==> src/rtl/obstacle_spawner.sv <==
// ---------------------------------------------------------------------------
// obstacle_spawner
//
// Keeps the X position and height of the two obstacles. On each obstacle-step
// pulse it moves both obstacles one column left. An obstacle that reaches the
// left edge is respawned off-screen to the right. The respawn gap and the new
// height come from a free-running 16-bit LFSR.
//
// Ports
//   clk            in   system clock
//   resetn         in   asynchronous active-low reset
//   clear          in   synchronous reload of initial positions (game in MENU)
//   run            in   game is RUNNING
//   tick           in   one-cycle obstacle-step pulse
//   level[1:0]     in   difficulty; present only with SPAWNER_LEVEL_EN defined
//   obs1X, obs2X   out  obstacle left-edge X
//   obs1H, obs2H   out  obstacle height above ground
//   spawn1, spawn2 out  one-cycle pulse when that obstacle has been respawned
//   busy           out  high while respawning
//
// Optional feature macro: SPAWNER_LEVEL_EN. When it is defined, each level
// step shrinks the respawn gap by 8 columns, down to a floor of 16.
//
// state   | meaning
// --------+-----------------------------------------------------------------
// IDLE    | after reset/clear; waits for run
// RUN     | moves obstacles on tick (or a held tick); traps X==0 into pend
// RESPAWN | respawns one pending obstacle per cycle, obs1 first
// ---------------------------------------------------------------------------
module obstacle_spawner #(
    parameter logic [15:0] SEED     = 16'hACE1,
    parameter int          INIT1_X  = 120,
    parameter int          INIT2_X  = 254,
    parameter int          INIT1_H  = 7,
    parameter int          INIT2_H  = 14,
    parameter int          SPAWN_X  = 160,
    parameter int          MIN_GAP  = 40,
    parameter int          GAP_BITS = 5,
    parameter int          MIN_H    = 7,
    parameter int          H_BITS   = 3
) (
    input  logic       clk,
    input  logic       resetn,
    input  logic       clear,
    input  logic       run,
    input  logic       tick,
`ifdef SPAWNER_LEVEL_EN
    input  logic [1:0] level,
`endif
    output logic [7:0] obs1X,
    output logic [7:0] obs2X,
    output logic [7:0] obs1H,
    output logic [7:0] obs2H,
    output logic       spawn1,
    output logic       spawn2,
    output logic       busy
);

    typedef enum logic [1:0] {
        IDLE    = 2'd0,
        RUN     = 2'd1,
        RESPAWN = 2'd2
    } state_t;

    state_t      state_q, state_d;
    logic [15:0] lfsr_q, lfsr_d;
    logic [7:0]  x1_q, x1_d, x2_q, x2_d;
    logic [7:0]  h1_q, h1_d, h2_q, h2_d;
    logic        pend1_q, pend1_d, pend2_q, pend2_d;
    logic        hold_q, hold_d;
    logic        sp1_q, sp1_d, sp2_q, sp2_d;

    logic [9:0]          gap_eff;
    logic [GAP_BITS-1:0] rnd_gap;
    logic [H_BITS-1:0]   rnd_h;
    logic [7:0]          other_x;
    logic [9:0]          sum_x;
    logic [7:0]          new_x;
    logic [7:0]          new_h;

    // Fibonacci LFSR for x^16+x^14+x^13+x^11+1, shifting right; taps are
    // bits 0,2,3,5. A nonzero seed never reaches the all-zero state.
    assign lfsr_d = {lfsr_q[0] ^ lfsr_q[2] ^ lfsr_q[3] ^ lfsr_q[5], lfsr_q[15:1]};

`ifdef SPAWNER_LEVEL_EN
    logic [9:0] lvl_sub;
    assign lvl_sub = {5'b00000, level, 3'b000};
    always_comb begin
        if (10'(MIN_GAP) >= lvl_sub + 10'd16) begin
            gap_eff = 10'(MIN_GAP) - lvl_sub;
        end else begin
            gap_eff = 10'd16;
        end
    end
`else
    assign gap_eff = 10'(MIN_GAP);
`endif

    assign rnd_gap = lfsr_q[H_BITS+GAP_BITS-1:H_BITS];
    assign rnd_h   = lfsr_q[H_BITS-1:0];

    // The obstacle being serviced is obs1 whenever pend1 is set. When both
    // are pending, obs2 is serviced one cycle later and sees obs1's new X.
    assign other_x = pend1_q ? x2_q : x1_q;
    assign sum_x   = {2'b00, other_x} + gap_eff + 10'(rnd_gap);
    assign new_h   = 8'(MIN_H) + 8'(rnd_h);

    always_comb begin
        if (sum_x < 10'(SPAWN_X)) begin
            new_x = 8'(SPAWN_X);
        end else if (sum_x > 10'd255) begin
            new_x = 8'hFF;
        end else begin
            new_x = sum_x[7:0];
        end
    end

    always_comb begin
        state_d = state_q;
        x1_d    = x1_q;
        x2_d    = x2_q;
        h1_d    = h1_q;
        h2_d    = h2_q;
        pend1_d = pend1_q;
        pend2_d = pend2_q;
        hold_d  = hold_q;
        sp1_d   = 1'b0;
        sp2_d   = 1'b0;

        if (clear) begin
            x1_d    = 8'(INIT1_X);
            x2_d    = 8'(INIT2_X);
            h1_d    = 8'(INIT1_H);
            h2_d    = 8'(INIT2_H);
            pend1_d = 1'b0;
            pend2_d = 1'b0;
            hold_d  = 1'b0;
            state_d = IDLE;
        end else begin
            case (state_q)
                IDLE: begin
                    if (run) begin
                        state_d = RUN;
                    end
                end
                RUN: begin
                    if (run && (tick || hold_q)) begin
                        if (x1_q == 8'd0) begin
                            pend1_d = 1'b1;
                        end else begin
                            x1_d = x1_q - 8'd1;
                        end
                        if (x2_q == 8'd0) begin
                            pend2_d = 1'b1;
                        end else begin
                            x2_d = x2_q - 8'd1;
                        end
                        hold_d = 1'b0;
                    end
                    if (pend1_d || pend2_d) begin
                        state_d = RESPAWN;
                    end
                end
                RESPAWN: begin
                    if (pend1_q) begin
                        x1_d    = new_x;
                        h1_d    = new_h;
                        pend1_d = 1'b0;
                        sp1_d   = 1'b1;
                    end else if (pend2_q) begin
                        x2_d    = new_x;
                        h2_d    = new_h;
                        pend2_d = 1'b0;
                        sp2_d   = 1'b1;
                    end
                    // Only one tick is remembered across a respawn.
                    if (run && tick) begin
                        hold_d = 1'b1;
                    end
                    if (!pend1_d && !pend2_d) begin
                        state_d = RUN;
                    end
                end
                default: begin
                    state_d = IDLE;
                end
            endcase
        end
    end

    always_ff @(posedge clk or negedge resetn) begin
        if (!resetn) begin
            state_q <= IDLE;
            lfsr_q  <= SEED;
            x1_q    <= 8'(INIT1_X);
            x2_q    <= 8'(INIT2_X);
            h1_q    <= 8'(INIT1_H);
            h2_q    <= 8'(INIT2_H);
            pend1_q <= 1'b0;
            pend2_q <= 1'b0;
            hold_q  <= 1'b0;
            sp1_q   <= 1'b0;
            sp2_q   <= 1'b0;
        end else begin
            state_q <= state_d;
            lfsr_q  <= lfsr_d;
            x1_q    <= x1_d;
            x2_q    <= x2_d;
            h1_q    <= h1_d;
            h2_q    <= h2_d;
            pend1_q <= pend1_d;
            pend2_q <= pend2_d;
            hold_q  <= hold_d;
            sp1_q   <= sp1_d;
            sp2_q   <= sp2_d;
        end
    end

    assign obs1X  = x1_q;
    assign obs2X  = x2_q;
    assign obs1H  = h1_q;
    assign obs2H  = h2_q;
    assign spawn1 = sp1_q;
    assign spawn2 = sp2_q;
    assign busy   = (state_q == RESPAWN);

endmodule

==> config.mk <==
export PLATFORM = sky130hd
export DESIGN_NAME = obstacle_spawner
export DESIGN_NICKNAME = d
export VERILOG_FILES = /design/src/rtl/obstacle_spawner.sv
export SDC_FILE = /design/constraint.sdc
export NUM_CORES = 1
export LEC_CHECK = 0
export ABC_AREA = 1
export CORE_UTILIZATION = 55
export DETAILED_ROUTE_END_ITERATION = 8
export GPL_ROUTABILITY_DRIVEN = 0
export PLACE_DENSITY = 0.8
export SLEW_MARGIN = 10
export SYNTH_ARGS = -nofsm -noshare
export SYNTH_HDL_FRONTEND = slang
export SYNTH_SLANG_ARGS = --single-unit
==> constraint.sdc <==
create_clock -name clk -period 3.15 [get_ports clk]
set_clock_uncertainty 0.1 [all_clocks]
set_input_delay 0.4725 -clock clk [delete_from_list [all_inputs] [get_ports clk]]
set_output_delay 0.4725 -clock clk [all_outputs]
set_load 0.05 [all_outputs]
==> summary.md, run 1 <==
* 6740 microns — Detailed Route WL
* 2 — Max Buffers Root-to-Sink
* 47 — count of state elements after synthesis
* 0.00121 sq mm — FF+latch area
* 687 mW/mm^2 — Pwr Density
* flip-flop — kind of end point of the critical path
* 47 — clock sink count
* sky130_fd_sc_hd__dfstp_2 22%, sky130_fd_sc_hd__dfrtp_1 19%, sky130_fd_sc_hd__nand2_1 9.4%, sky130_fd_sc_hd__ha_1 6.8%, sky130_fd_sc_hd__inv_1 6.4% — leading post-synthesis cells by cell area
* 14.7% — relative area change from synthesis to final layout
* 14.7 microns — wire per inst
* 2920 ps — Arrival @ worst endpoint
* 0 — hold bufs inserted after CTS
* 5150 microns — Post-DP HPWL
* 0 — total of max-cap violations
* 1220 uW — internal power
* 10800 microns — wire length of the first global-routing pass
* 2 — CTS H-tree lvls
* reg -> reg — start-to-end type of the worst setup path
* 0 — detailed-route DRC error count
* 2830 ps — final worst path period need
* 354 — synthesized instance count
* 0 — Post CTS Setup Buffer Count
* 26 — Cell Rows
* 0 — Hold Violations, Final
* 0 — diode count
* 10 — highest fanout seen on the critical path
* 0 — CTS-repair resized insts
* 0.354 GHz — maximum clock frequency
* 409 — total number of nets in the final design
* 0.00293 sq mm — synthesized area
* 0.402 mV — Worst IR Drop VDD
* built — TritonCTS clock tree
* false — unrepaired setup endpoints after global routing
* sky130_fd_sc_hd__clkbuf_8 — Clock Tree Root
* 0.00162 uW — leakage power total
* 0 — number of warning messages in the yosys log
* 0.00511 sq mm — total core area
* in -> async — Hold Path Class
* 458 — final cell count without fillers
* 192 — Starting DRT DRC Count
* 31 — Port Buf Inserts
* 1020 ps — Worst Max-Slew Pin Slew
* 5.33 — number of vias per cell after detailed routing
* 74.9 microns — Die Span X
* 41 — Synth cell types
* 2310 uW — PnR Total Power
* 0.00562 sq mm — die footprint
* 321 ps — post-layout worst setup margin
* 32.3% — relative slew slack
* 2265 — number of global-route vias before repair
* 57.3% — effective utilization at floorplan
* 22.4% — area share of the largest cell type after synthesis
* sky130_fd_sc_hd__dfstp_2 — cell type with the largest total area after synthesis
* 26.3% — Global Route Usage Sum
* 450 — number of placed cells counting well taps
* 33.7% — Reg power frac
* 0.00145 sq mm — footprint of the multi-input gates
* 40 — top-level I/O count
* 0 ps — setup tns final
* 3240 ps — required arrival time at the worst endpoint
* 429 — # fillers
* 0 — number of antenna violations at the first check in global routing
* 74.9 microns — chip height
* 16.7% — proportion of power drawn by the clock network
* 0 — max-slew violations
* 1080 uW — Switch Pwr
* 5 — clock buffers created by TritonCTS
* 4 — detailed-router iteration count before antenna repair
* 8.27 sq um — Post-Syn Area per Cell
* flip-flop — kind of start point of the critical path
* 48 — largest net degree at the start of global routing
* 16.0% — fraction of final layout cells with drive strength greater than 1
* 0 — Setup-failing EPs final
* 89.8% — Period Utilization, post-route
* 0 — global-route congestion overflow total
* 310 ps — worst skew pair latency
* finished clean — outcome
* 73 x sky130_fd_sc_hd__nand2_1, 50 x sky130_fd_sc_hd__inv_1, 30 x sky130_fd_sc_hd__clkdlybuf4s50_1, 27 x sky130_fd_sc_hd__nor2_1, 25 x sky130_fd_sc_hd__dfstp_2 — top library cells by usage in the layout, fill and taps aside
* 49.7% — combinational group share of total power
* 416 ps — pre-CTS setup slack
* 100 ps — clock-pin slew on the worst setup and hold paths
* 46.9% — net switching fraction of the power
* 2440 — routed vias
* 0 — number of antenna-violating nets in the routed design
* 41.3% — sequential-to-total area share from yosys stat
* sky130_fd_sc_hd__nand2_1 — leading cell type in the layout, fill and taps excluded
==> worst max-delay path, cell delays in order, from the launching register on <==
cell,delay [ps]
sky130_fd_sc_hd__dfrtp_1,480
sky130_fd_sc_hd__o21ai_0,250
sky130_fd_sc_hd__ha_1,270
sky130_fd_sc_hd__ha_1,230
sky130_fd_sc_hd__fa_1,400
sky130_fd_sc_hd__nand2_1,80
sky130_fd_sc_hd__nand3_1,100
sky130_fd_sc_hd__nand3_1,130
sky130_fd_sc_hd__nand2_1,60
sky130_fd_sc_hd__nand2_1,50
sky130_fd_sc_hd__nand2_1,90
sky130_fd_sc_hd__nand3_1,90
sky130_fd_sc_hd__nand3_1,170
sky130_fd_sc_hd__nand2_1,110
sky130_fd_sc_hd__o21ai_0,80
==> through the flow <==
stage          cell area (sq um)  util (%)  hold slack [ps]
2_1_floorplan               2950         -             76.9
3_3_place_gp                3270      64.0              235
3_5_place_dp                3270      64.0              240
4_1_cts                     3360      65.8              263
5_1_grt                     3360      65.8              270
6_report                    3360      65.8              226
==> synth_stat cells <==
master,number
sky130_fd_sc_hd__dfrtp_1,22
sky130_fd_sc_hd__nand2_4,2
sky130_fd_sc_hd__a2bb2oi_1,1
sky130_fd_sc_hd__nor3_1,2
sky130_fd_sc_hd__xnor2_1,3
sky130_fd_sc_hd__and2_1,1
sky130_fd_sc_hd__o21ai_0,15
sky130_fd_sc_hd__dfstp_2,25
sky130_fd_sc_hd__nand3_1,23
sky130_fd_sc_hd__ha_1,16
sky130_fd_sc_hd__xor2_1,7
sky130_fd_sc_hd__o21ai_2,1
sky130_fd_sc_hd__a31oi_1,4
sky130_fd_sc_hd__nand4_4,4
sky130_fd_sc_hd__a41oi_1,2
sky130_fd_sc_hd__fa_1,1
sky130_fd_sc_hd__or2_2,1
sky130_fd_sc_hd__and2_4,1
sky130_fd_sc_hd__a21oi_1,21
sky130_fd_sc_hd__nand2_1,73
sky130_fd_sc_hd__conb_1,1
sky130_fd_sc_hd__clkinv_1,1
sky130_fd_sc_hd__nand2_2,3
sky130_fd_sc_hd__nor2_1,27
sky130_fd_sc_hd__inv_1,50
sky130_fd_sc_hd__buf_2,3
sky130_fd_sc_hd__nor4_1,2
sky130_fd_sc_hd__nor2_4,3
sky130_fd_sc_hd__o41ai_1,1
sky130_fd_sc_hd__o31ai_1,1
sky130_fd_sc_hd__a21boi_1,2
sky130_fd_sc_hd__clkbuf_1,1
sky130_fd_sc_hd__nand4_1,1
sky130_fd_sc_hd__buf_4,9
sky130_fd_sc_hd__nand3_4,2
sky130_fd_sc_hd__inv_2,6
sky130_fd_sc_hd__a2111oi_1,1
sky130_fd_sc_hd__nor2_2,4
sky130_fd_sc_hd__nand3b_1,1
sky130_fd_sc_hd__o21ai_1,7
sky130_fd_sc_hd__a22oi_1,3
==> worst paths after layout <==
kind | slack [ps] | end | cells past startpoint | startpoint
worst min register to register | 260 | lfsr_q[8]$_DFF_PN0_ | 0 | lfsr_q[9]$_DFF_PN0_
worst max register to register | 320 | obs1X[0]$_DFFE_PN0P_ | 14 | pend1_q$_DFFE_PN0P_
min in group clk | 260 | lfsr_q[8]$_DFF_PN0_ | 0 | lfsr_q[9]$_DFF_PN0_
worst min-delay path | 230 | obs2X[0]$_DFFE_PN0P_ | 1 | resetn
worst max-delay path | 320 | obs1X[0]$_DFFE_PN0P_ | 14 | pend1_q$_DFFE_PN0P_
max in group asynchronous | 2090 | lfsr_q[3]$_DFF_PN0_ | 1 | resetn
==> layout make-up <==
class                   instances  share of cell area [%]
well taps                      70                    2.61
repair buffers                 32                    9.31
inverters                      57                    6.37
clock inverters                 3                   0.671
multi-input cells             244                    43.0
clock buffers                   5                    2.05
flip-flops and latches         47                    36.0
==> logic make-up (layout without fill, tap and decap cells) <==
family,count (synthesis),in the layout,share of synthesized area [%]
buffers and inverters,70,97,10.3
AO/OA/AOI/OAI,59,59,11.6
XOR/XNOR,10,10,2.99
adder cells (fa/ha/maj),17,17,7.52
other,1,8,0.128
AND/OR/NAND/NOR,150,150,26.3
flip-flops,47,47,41.3
==> sequential cells by signal, summed over array words and instances, names as in the netlist <==
register and count:
spawn2 1, obs2H 4, pend2_q 1, hold_q 1, pend1_q 1, spawn1 1
state_q 2, obs2X 8, obs1X 8, lfsr_q 16, obs1H 4
==> power groups by stage <==
| stage | combinational (uW) | sequential, uW | clock, uW |
|---|---|---|---|
| after floorplan | 628 | 987 | 0 |
| after global placement | 1110 | 780 | 0 |
| after detailed placement | 1130 | 783 | 0 |
| after CTS | 1140 | 775 | 390 |
| after global routing | 1260 | 786 | 413 |
| final | 1150 | 776 | 385 |
==> per-layer routing <==
metal | wire length (microns) | GRT usage (%) | up-vias
li1 | - | - | 1193
met1 | 3110 | 37.2 | 1159
met2 | 3050 | 39.5 | 76
met3 | 457 | 6.56 | 12
met4 | 125 | 8.81 | 0
met5 | 0 | 0 | -
No activity file was read; power rests on OpenSTA's default activity.
==> run 2: changes to the inputs <==
--- a/config.mk
+++ b/config.mk
@@ -7,6 +7,7 @@
 export LEC_CHECK = 0
 export ABC_AREA = 1
 export CORE_UTILIZATION = 55
+export CTS_CLUSTER_SIZE = 24
 export DETAILED_ROUTE_END_ITERATION = 8
 export GPL_ROUTABILITY_DRIVEN = 0
 export PLACE_DENSITY = 0.8
==> results of run 2 <==
Same layout as run 1: the final DEF is identical, and so are final timing and power.
==> run 3: changes to the inputs <==
--- a/config.mk
+++ b/config.mk
@@ -6,10 +6,10 @@
 export NUM_CORES = 1
 export LEC_CHECK = 0
 export ABC_AREA = 1
+export CORE_MARGIN = 3
 export CORE_UTILIZATION = 55
 export CTS_CLUSTER_SIZE = 24
 export DETAILED_ROUTE_END_ITERATION = 8
-export GPL_ROUTABILITY_DRIVEN = 0
 export PLACE_DENSITY = 0.8
 export SLEW_MARGIN = 10
 export SYNTH_ARGS = -nofsm -noshare
==> run 3 against run 2 <==
Net effect:
- final cell count shrank 0.44%
- die area grew 11%
- non-clock buffer count grew 1
- wire length shrank 0.59%
- sequential share of layout area shrank 0.12 points
- register-to-register slack lost 50 ps
- critical path type unchanged
- hold slack lost 7.8 ps
- critical path depth shrank 1
- sequential power grew 1%
- worst setup slack lost 47 ps
==> summary.md, run 3 (same netlist as run 1, synthesis figures left out) <==
* sky130_fd_sc_hd__dfrtp_1 — slowest library cell on the worst path
* 0.00623 sq mm — die footprint
* 0 ps — setup tns final
* 0 — max-slew violations
* 40 — top-level I/O count
* false — unrepaired setup endpoints after global routing
* 6700 microns — Detailed Route WL
* 994 ps — Worst Max-Slew Pin Slew
* 0.00494 sq mm — total core area
* 0.891 — global placement routability congestion
* 33.7% — relative slew slack
* 213 — Starting DRT DRC Count
* 0 — total of max-cap violations
* 2 — CTS H-tree lvls
* 410 — total number of nets in the final design
* flip-flop — kind of start point of the critical path
* 73 x sky130_fd_sc_hd__nand2_1, 50 x sky130_fd_sc_hd__inv_1, 30 x sky130_fd_sc_hd__clkdlybuf4s50_1, 27 x sky130_fd_sc_hd__nor2_1, 25 x sky130_fd_sc_hd__dfstp_2 — top library cells by usage in the layout, fill and taps aside
* 0 — hold bufs inserted after CTS
* 2880 ps — final worst path period need
* 0 — Setup-failing EPs final
* 15.1% — relative area change from synthesis to final layout
* flip-flop — kind of end point of the critical path
* 270 ps — Reg2Reg Setup Slack
* 59.2% — effective utilization at floorplan
* 0.00162 uW — leakage power total
* 0 — global-route congestion overflow total
* 684 mW/mm^2 — Pwr Density
* 3280 ps — required arrival time at the worst endpoint
* built — TritonCTS clock tree
* pend1_q$_DFFE_PN0P_ — critical register-to-register path startpoint
* 23.0% — Global Route Usage Sum
* 13 — depth of the worst register-to-register path
* 300 ps — worst skew pair latency
* 392 ps — pre-CTS setup slack
* 11200 microns — wire length of the first global-routing pass
* 16 — number of flip-flops under the largest register name
* 0 — diode count
* sky130_fd_sc_hd__clkbuf_8 — Clock Tree Root
* 16.2% — fraction of final layout cells with drive strength greater than 1
* 570 ps — slowest cell delay on critical path
* 0.348 GHz — maximum clock frequency
* lfsr_q — Reg with most FFs
* 47 — clock sink count
* 91.3% — Period Utilization, post-route
* 5 — detailed-router iteration count before antenna repair
* 78.9 microns — Die Span X
* sky130_fd_sc_hd__nand3_1 — Critical Path Most Common Cell
* 2464 — routed vias
* 68.2% — final core utilization
* 0 — number of antenna-violating nets in the routed design
* obs1X[3]$_DFFE_PN1P_ — Setup crit end
* in -> async — Hold Path Class
* 0 — Post CTS Setup Buffer Count
* 0 — CTS-repair resized insts
* 78.9 microns — chip height
* 0.488 mV — Worst IR Drop VDD
* 5 — clock buffers created by TritonCTS
* 2280 — number of global-route vias before repair
* obs1X[3]$_DFFE_PN1P_ — capture point of the worst reg-to-reg path
* 5.40 — number of vias per cell after detailed routing
* 14.7 microns — wire per inst
* 0 — Hold Violations, Final
* reg -> reg — start-to-end type of the worst setup path
* 31 — Port Buf Inserts
* o21ai_0, ha_1, ha_1, fa_1, nand2_1, nand3_1, nand3_1, nand3_1, nand2_1, nand2_1, nand2_4, nand3_1, a21oi_1 — chain of cells forming the critical path
* sky130_fd_sc_hd__nand2_1 — leading cell type in the layout, fill and taps excluded
* 274 ps — post-layout worst setup margin
* 13 — highest fanout seen on the critical path
* 0 — number of antenna violations at the first check in global routing
* 90 ps — clock-pin slew on the worst setup and hold paths
* 48 — largest net degree at the start of global routing
* 3000 ps — Arrival @ worst endpoint
* 5110 microns — Post-DP HPWL
* 0 — detailed-route DRC error count
* 25 — Cell Rows
* finished clean — outcome
* pend1_q$_DFFE_PN0P_ — source of the critical timing path
* 2 — Max Buffers Root-to-Sink
[run 3: worst min path at each step]
| stage | endpoint | depth (start not counted) |
|---|---|---|
| CTS | lfsr_q[1]$_DFF_PN0_ | 1 |
| global route | lfsr_q[10]$_DFF_PN1_ | 0 |
| finish | obs2X[0]$_DFFE_PN0P_ | 1 |
| detailed placement | lfsr_q[8]$_DFF_PN0_ | 0 |
| floorplan | hold_q$_DFFE_PN0P_ | 0 |
| global placement | lfsr_q[8]$_DFF_PN0_ | 0 |
[run 3: worst max-delay path, delay by kind of cell, from the launching register on]
family	cells	cell delay, ps
DFF	1	570
and+or+nand+nor	8	820
adders and majority gates	3	940
AOI/OAI and AO/OA	2	370
[run 3: power breakdown]
part           total [uW]  leakage [uW]  internal (uW)  switching (uW)
Sequential            787      0.000562            699            88.4
Combinational        1130       0.00101            366             762
Clock                 389     0.0000474            179             210
Total                2310       0.00162           1240            1060
[run 3: final cells by class]
type	instances	area, sq um
repair buffers	33	320
fillers	402	1570
well taps	67	83.8
clock buffers	6	82.6
clock inverters	2	16.3
inverters	57	214
flip-flops and latches	47	1210
multi-input cells	244	1450
[run 3: through the flow]
step / instance area, sq um / hold WS (ps) / instances / power (uW)
6_report: 3370 / 218 / 456 / 2310
5_1_grt: 3370 / 272 / 456 / 2450
4_1_cts: 3370 / 255 / 456 / 2300
3_5_place_dp: 3270 / 236 / 448 / 1910
3_3_place_gp: 3270 / 237 / 448 / 1890
2_1_floorplan: 2950 / 76.9 / 361 / 1620
[run 3: layer usage]
| metal | share of wire, % | wire length [microns] | track usage, % |
|---|---|---|---|
| met1 | 45 | 3000 | 33.3 |
| met2 | 46 | 3110 | 36.0 |
| met3 | 7.7 | 517 | 4.42 |
| met4 | 1.1 | 76 | 5.50 |
| met5 | 0 | 0 | 0 |
